==> src/rtl/uart_word_writer.sv <==
// Packs UART bytes little-endian into WORD_BYTES-wide words and writes them to
// consecutive RAM addresses from BASE_ADDR; length is fixed or taken from a 2-byte header.
module uart_word_writer #(
  parameter int ADDR_W     = 16,
  parameter int WORD_BYTES = 1,
  parameter int BASE_ADDR  = 0,
  parameter int LEN_MODE   = 0,
  parameter int NUM_WORDS  = 65536,
  parameter int AUTO_START = 1
) (
  input  logic                    clk,
  input  logic                    rst,
  input  logic                    start,
  input  logic [7:0]              din,
  input  logic                    rx_tick,
  output logic                    wen,
  output logic [ADDR_W-1:0]       addr,
  output logic [8*WORD_BYTES-1:0] dout,
  output logic                    busy,
  output logic                    fin,
  output logic                    err
);

  localparam int DW   = 8 * WORD_BYTES;
  localparam int BC_W = (WORD_BYTES > 1) ? $clog2(WORD_BYTES) : 1;
  localparam logic [BC_W-1:0] LAST_LANE = BC_W'(WORD_BYTES - 1);
  localparam logic [16:0]     FIXED_LEN = 17'(NUM_WORDS);

  typedef enum logic [2:0] {IDLE, HDR_LO, HDR_HI, RECV, DONE} state_t;

  localparam state_t ARM_STATE = (LEN_MODE != 0) ? HDR_LO : RECV;
  localparam state_t RST_STATE = (AUTO_START != 0) ? ARM_STATE : IDLE;

  state_t            state, state_n;
  logic              rx_q;
  logic [BC_W-1:0]   byte_cnt;
  logic [16:0]       word_cnt;
  logic [DW-1:0]     part;
  logic [DW-1:0]     packed_word;
  logic [15:0]       len;
  logic [16:0]       target;
  logic              byte_ev;
  logic              last_word;
  logic              store, write, hdr_lo, hdr_hi;

  // A strobe held high for many cycles must count as a single byte.
  assign byte_ev   = rx_tick & ~rx_q;
  assign target    = (LEN_MODE != 0) ? {1'b0, len} : FIXED_LEN;
  assign last_word = ((word_cnt + 17'd1) == target);

  always_comb begin
    packed_word = part;
    packed_word[8*int'(byte_cnt) +: 8] = din;
  end

  // NOTE: every signal driven here gets a default first, so no path leaves one unassigned and no latch is inferred.
  always_comb begin
    state_n = state;
    store   = 1'b0;
    write   = 1'b0;
    hdr_lo  = 1'b0;
    hdr_hi  = 1'b0;
    if (start) begin
      state_n = ARM_STATE;
    end else begin
      case (state)
        IDLE: ;
        HDR_LO: if (byte_ev) begin
          hdr_lo  = 1'b1;
          state_n = HDR_HI;
        end
        HDR_HI: if (byte_ev) begin
          hdr_hi  = 1'b1;
          state_n = ({din, len[7:0]} == 16'd0) ? DONE : RECV;
        end
        RECV: if (byte_ev) begin
          store = 1'b1;
          if (byte_cnt == LAST_LANE) begin
            write = 1'b1;
            if (last_word) state_n = DONE;
          end
        end
        DONE: ;
        default: state_n = IDLE;
      endcase
    end
  end

  // NOTE: state is updated with non-blocking assignments so every register samples pre-edge values.
  always_ff @(posedge clk or posedge rst) begin
    if (rst) begin
      state    <= RST_STATE;
      rx_q     <= 1'b0;
      byte_cnt <= '0;
      word_cnt <= '0;
      part     <= '0;
      len      <= '0;
      wen      <= 1'b0;
      addr     <= '0;
      dout     <= '0;
      busy     <= 1'b0;
      fin      <= 1'b0;
      err      <= 1'b0;
    end else begin
      state <= state_n;
      rx_q  <= rx_tick;
      wen   <= write;
      busy  <= (state_n == HDR_LO) || (state_n == HDR_HI) || (state_n == RECV);
      if (start) begin
        byte_cnt <= '0;
        word_cnt <= '0;
        part     <= '0;
        len      <= '0;
        fin      <= 1'b0;
        err      <= 1'b0;
      end else begin
        if (hdr_lo) len[7:0]  <= din;
        if (hdr_hi) len[15:8] <= din;
        if (store) begin
          part[8*int'(byte_cnt) +: 8] <= din;
          byte_cnt <= write ? '0 : byte_cnt + 1'b1;
        end
        if (write) begin
          dout     <= packed_word;
          addr     <= ADDR_W'(BASE_ADDR) + ADDR_W'(word_cnt);
          word_cnt <= word_cnt + 17'd1;
          if (last_word) fin <= 1'b1;
        end
        // A zero-length header reaches DONE without a write; fin follows one edge later.
        if (state == DONE) fin <= 1'b1;
        if (state == DONE && byte_ev) err <= 1'b1;
      end
    end
  end

endmodule

==> config.mk <==
export PLATFORM = sky130hd
export DESIGN_NAME = uart_word_writer
export DESIGN_NICKNAME = d
export VERILOG_FILES = /design/src/rtl/uart_word_writer.sv
export SDC_FILE = /design/constraint.sdc
export NUM_CORES = 1
export LEC_CHECK = 0
export CAP_MARGIN = 30
export CORE_UTILIZATION = 30
export CTS_CLUSTER_DIAMETER = 150
export DETAILED_ROUTE_END_ITERATION = 10
export DONT_BUFFER_PORTS = 1
export GPL_TIMING_DRIVEN = 0
export PLACE_DENSITY_LB_ADDON = 0.08
export SYNTH_ARGS = -nofsm -noshare
export SYNTH_HDL_FRONTEND = slang
export SYNTH_SLANG_ARGS = --single-unit
==> constraint.sdc <==
create_clock -name clk -period 2.22 [get_ports clk]
set_clock_uncertainty 0.2 [all_clocks]
set_input_delay 0.666 -clock clk [delete_from_list [all_inputs] [get_ports clk]]
set_output_delay 0.666 -clock clk [all_outputs]
set_load 0.01 [all_outputs]
Yosys cells after proc, flatten, opt, wreduce, memory -nomap -nowiden

Cells that the tools add are included.

Bits in read-only memories: 0
Logic and storage cells: 75
Latch bits: 0
Input port bits: 12
Memories kept: 0
Bits in writable memories: 0
Flip-flop bits (word level): 66

$mul: 0
$lt $le $gt $ge: 0
Equality and inequality tests: 8
Bitwise logic cells: 3
Shifts and indexed selects: 2
Muxes and demuxes: 33
$add $sub $neg: 3
Divide/modulo/power cells: 0
Reductions and logical operators: 14

Operators with widths:

| kind                                                 | number |
|---|---|
| 2-to-1 mux 17 bit                                    | 2 |
| negator 4 -> 33 bit                                  | 1 |
| variable shift 8 x 33 -> 8 bit, first input constant | 1 |
| indexed part select 8 x 33 -> 8 bit                  | 1 |
| 2-to-1 mux 8 bit                                     | 4 |
| 2-to-1 mux 3 bit                                     | 7 |
| 2-to-1 mux 1 bit                                     | 18 |
| adder 17 x 1 -> 17 bit, second input constant        | 1 |
| == test 17 bit, second input constant                | 1 |
| logical NOT 16 bit                                   | 1 |
| == test 3 x 2 -> 1 bit, second input constant        | 4 |
| case mux 3 bit (4 select lines)                      | 1 |
| bitwise mux 8 bit                                    | 1 |
| nonzero test 2 bit                                   | 4 |
| == test 3 x 1 -> 1 bit, second input constant        | 2 |
| nonzero test 3 bit                                   | 2 |
| AND reduction 2 bit                                  | 2 |
| == test 3 bit, second input constant                 | 1 |
| logical NOT 3 bit                                    | 1 |
| logical OR 1 bit                                     | 2 |
| NOT 1 bit                                            | 2 |
| OR reduction 2 bit                                   | 1 |
| adder 1 bit, second input constant                   | 1 |
| bitwise AND 1 bit                                    | 1 |
| logical AND 1 bit                                    | 1 |

Depth between registers and ports, before layout

Gate-level depths: netlist of the first run.

Word-level depth: 10
Depth in mapped cells: 8
Depth with buffers taken out: 7

Worst setup path after synthesis of the first run

Ideal clock, no wire load.

Kind: input-to-reg
Start point: in rx_tick
End point: reg addr[0]
Slack: -0.233 ns
Arrival time: 2.129 ns
Stages: 7
Required time: 1.895 ns
Cells stage by stage: nand2b_1 -> clkbuf_1 -> or3_1 -> buf_2 -> nor2_2 -> buf_2 -> mux2_2

Word-level cells in the longest chain between the ends: 5

Ends and longest elaborated chain:

| item                                 | line | RTL |
|---|---|---|
| start, declared                      | 15   | `input logic rx_tick,` |
| bitwise AND 1 bit                    | 47   | `assign byte_ev = rx_tick & ~rx_q;` |
| 2-to-1 mux 1 bit                     | 76   | `RECV: if (byte_ev) begin` |
| 2-to-1 mux 1 bit                     | 66   | `case (state)` |
| 2-to-1 mux 1 bit                     | 63   | `if (start) begin` |
| AND reduction 2 bit (no source line) | --   |  |
| end signal, assigned                 | 125  | `addr <= ADDR_W'(BASE_ADDR) + ADDR_W'(word_cnt);` |
| end, declared                        | 17   | `output logic [ADDR_W-1:0] addr,` |

No other way between the ends.
A chain may end at the register's enable or synchronous reset.

Worst setup path in the final report of the first run

Start point: reg word_cnt[0]
End point: reg fin

Word-level cells in the longest chain between the ends: 4

Ends and longest elaborated chain:

| item                                 | line | RTL |
|---|---|---|
| start, declared                      | 37   | `logic [16:0] word_cnt;` |
| start signal, assigned               | 126  | `word_cnt <= word_cnt + 17'd1;` |
| adder 17 x 1 -> 17 bit               | 49   | `assign last_word = ((word_cnt + 17'd1) == target);` |
| == test 17 bit                       | 49   |  |
| nonzero test 3 bit (no source line)  | --   |  |
| AND reduction 2 bit (no source line) | --   |  |
| end signal, assigned                 | 102  | `fin <= 1'b0;` |
| end signal, assigned                 | 114  | `fin <= 1'b0;` |
| end signal, assigned                 | 127  | `if (last_word) fin <= 1'b1;` |
| end, declared                        | 20   | `output logic fin,` |

No other way between the ends.

==> flow_summary.toml, run 1 <==
[place]
io_buffer_count = 0
gp_congestion = 0.792
placed_area_sq_um = 3100
dp_hpwl_um = 4400

[cts]
clkTransAtPathRegs_ps = 70
clockBufferDepth = 2
hold_buffers = 0
clk_latency_ps = 350
cts_buffers = 9
cts_tree = "built"
cts_root_buf = "clkbuf_8"
clock_sinks = 58
cts_max_level = 3

[synth]
yosys_warnings = 0
synthArstFlopShare_pct = 100
ys_ff_latch = 58
syn_area_per_cell_sq_um = 10.5
synth_compound_area_share_pct = 8.93
synth-main-ff-cell = "dfrtp_1"
synthSimpleGateAreaFrac_pct = 18.5
synth_adder_area_share_pct = 0.444
synthTopCellsByArea = "dfrtp_1 50%, mux2_2 7.2%, nor2_1 3.7%"
post_synth_mux_area_share_pct = 9.59
synth_fp_nets = 281
synth_area_leader_cell = "dfrtp_1"
synth_top_family_by_area = "simple AND/OR/NAND/NOR gates"
ys_seq_area_share_pct = 51.6
synth-edff-count = 0
synth_top_area_share_pct = 49.7
syn_area_sq_um = 2820
synth_xor_area_share_pct = 6.22
synth_cells = 268
yosysUniqueCellTypes = 46

[flow_run]
max_cap_viol_count = 0

[grt]
antenna_found_initial = 0
grt_pass1_wl_um = 11400
first_global_vias = 2188
grt_max_degree = 39
grt-ovfl-total = 0
grt.total_usage_pct = 15.4

[finish]
finalNetCount = 321
fin_area_sq_um = 3820
syn_to_final_growth_pct = 35.7
drive_gt1_share_pct = 38.3
antennaDiodeCount = 0

[critical_path]
r2r_end = "fin$_DFFE_PP0P_"
critPathMaxStageDelay_ps = 420
critPathCaptureType = "flop"
r2r_slack_ps = -180
r2r_start = "word_cnt[0]$_DFFE_PP0P_"
path_cells = "buf_6 -> a211o_1 -> a2111o_1 -> a2111oi_4 -> o2111ai_2 -> or3_4 -> a21oi_2"
crit_slowest_cell = "or3_4"
arrival_ps = 2480
cp-start-kind = "flop"
crit_path_end = "fin$_DFFE_PP0P_"
path_max_fanout = 4
worstSetupPathType = "flop to flop"
r2r.worst_path.cells = 7
required_ps = 2290
crit_start = "word_cnt[0]$_DFFE_PP0P_"

[power_and_ir_drop]
powerDensity_nw_per_um2 = 704
peakVddDrop_mv = 0.247
leakagePower_nw = 1.67

[detailed_routing]
routed_wl_um = 7050
antenna_left = 0
wl_per_cell_um = 16.7
drt_iter0_drc = 74
via_count = 2090
drtPass1Iterations = 4
drc_errors = 0
vias_per_cell = 4.96

[die]
die_h_um = 98.9
core_sq_um = 8890
pin_count = 40
die_w_um = 98.9
start_util_pct = 31.7
dieArea_sq_um = 9780
fp-row-count = 34

[min_path]
min_path_type = "input port to asynchronous set/reset pin"

[sta]
setup_slack_ps = -184
fin_crit_sh_pct = 108
clock.fmax_ghz = 0.416
hold_viol = 0
max_slew_margin_pct = 64.8
fin_crit_ps = 2400
grt_setup_unrepaired = "yes"
tightest_slew_ps = 527
setup_violations = 5
totalNegativeSetupSlack_ps = -587
finalMaxSlewViolations = 0

[outcome]
failed_checks = "setup timing"
outcome = "finished, violations left"
-- metal layers --
layer	track usage (%)	part of all wire, %	up-vias	wire [um]
li1	-	-	1015	-
met1	20.5	49	1027	3450
met2	22.5	45	37	3180
met3	4.75	3.9	11	274
met4	7.58	1.9	0	135
met5	0	0	-	0
-- power breakdown --
part / leakage, nW / internal (mW) / switching (mW)
Sequential: 0.772 / 1.10 / 0.0488
Combinational: 0.765 / 0.114 / 0.0935
Clock: 0.129 / 0.859 / 0.474
-- through the flow --
stage                     setup WS (ps)  utilization [%]  total power, mW  hold slack, ps  instances
after floorplan                    -112                -             1.29             301        268
after global placement             -520             34.6             1.33             316        376
after detailed placement           -506             34.8             1.34             319        377
after CTS                          -234             40.1             2.69            34.6        406
after global routing               -276             43.0             2.81            40.6        421
final                              -184             43.0             2.69            20.3        421
-- synthesized netlist by cell type (2+ instances only) --
cell type,n
a211o_1,2
a21oi_1,11
a21oi_2,2
a31o_1,2
a31oi_1,2
buf_2,9
clkbuf_1,13
dfrtp_1,56
dfstp_2,2
inv_1,4
mux2_1,6
mux2_2,18
nand2_1,20
nand2b_1,2
nand3_1,11
nand3b_1,2
nand4_1,9
nor2_1,28
nor3_1,8
nor3b_1,2
nor4_1,9
o21ai_0,5
o31a_1,2
or3_1,3
xnor2_1,12
xor2_1,8
-- critical path, delay by kind of cell, from the launching register on --
kind                   cells  cell delay, ps
buffers and inverters      1             130
AOI/OAI and AO/OA          5            1200
and+or+nand+nor            1             420
DFF                        1             390
-- area by class of cell --
cell class	count	area [sq um]
Multi-Input combinational cell	181	1460
Sequential cell	58	1460
Buffer	17	151
Timing Repair Buffer	36	329
Clock buffer	9	124
Inverter	5	26.3
Clock inverter	7	141
Fill cell	829	5070
Tap cell	108	135
-- registers in the layout, summed over array words and instances, names as in the netlist --
name / flops
addr: 16
rx_q: 1
fin: 1
busy: 1
wen: 1
len: 8
state: 3
err: 1
byte_cnt: 1
word_cnt: 17
dout: 8
-- repair_timing --
| item | CTS | global route |
|---|---|---|
| endpoints found under the hold margin | 0 | 0 |
| pin swaps | 9 | 14 |
| buffers inserted | 15 | 18 |
| setup endpoints to repair | 37 | 46 |
| resized for setup | 25 | 21 |
| gates cloned | 0 | 2 |
-- logic make-up after synthesis --
kind of cell | after synthesis
AOI/OAI and AO/OA | 34
xor gates and xnor gates | 20
adders and majority gates | 1
buffers and inverters | 29
DFF | 58
muxes | 24
and+or+nand+nor | 102
-- cell usage in the layout (no fill, tap or decap), types with 3 or more instances in the layout --
master / count
dfrtp_1: 53
buf_4: 30
nor2_1: 25
nand2_1: 20
mux2_4: 19
xnor2_1: 12
a21oi_1: 11
clkbuf_8: 10
buf_6: 9
nand4_1: 9
xor2_1: 8
nand3_1: 8
clkbuf_1: 7
nor4_1: 7
o21ai_0: 5
mux2_2: 5
nor3_1: 4
bufinv_16: 4
nor3_4: 3
or3_4: 3
nor2_2: 3
inv_1: 3
clkinvlp_4: 3
buf_12: 3
dfrtp_2: 3
-- worst min-delay path by stage --
stage	start	to	cells past startpoint
final	rst	addr[12]$_DFFE_PP0P_	1
after global routing	rst	addr[12]$_DFFE_PP0P_	1
after CTS	rst	addr[12]$_DFFE_PP0P_	1
after detailed placement	len[4]$_DFFE_PP0P_	len[4]$_DFFE_PP0P_	2
after global placement	len[1]$_DFFE_PP0P_	len[1]$_DFFE_PP0P_	2
after floorplan	len[1]$_DFFE_PP0P_	len[1]$_DFFE_PP0P_	2
Power figures use the tool's default switching activity.
==> run 2: changes to the inputs <==
Settings changed: CTS_BUF_LIST set to sky130_fd_sc_hd__clkbuf_4 sky130_fd_sc_hd__clkbuf_8.
==> results of run 2 <==
The final DEF is identical to that of run 1; final timing and power are the same.
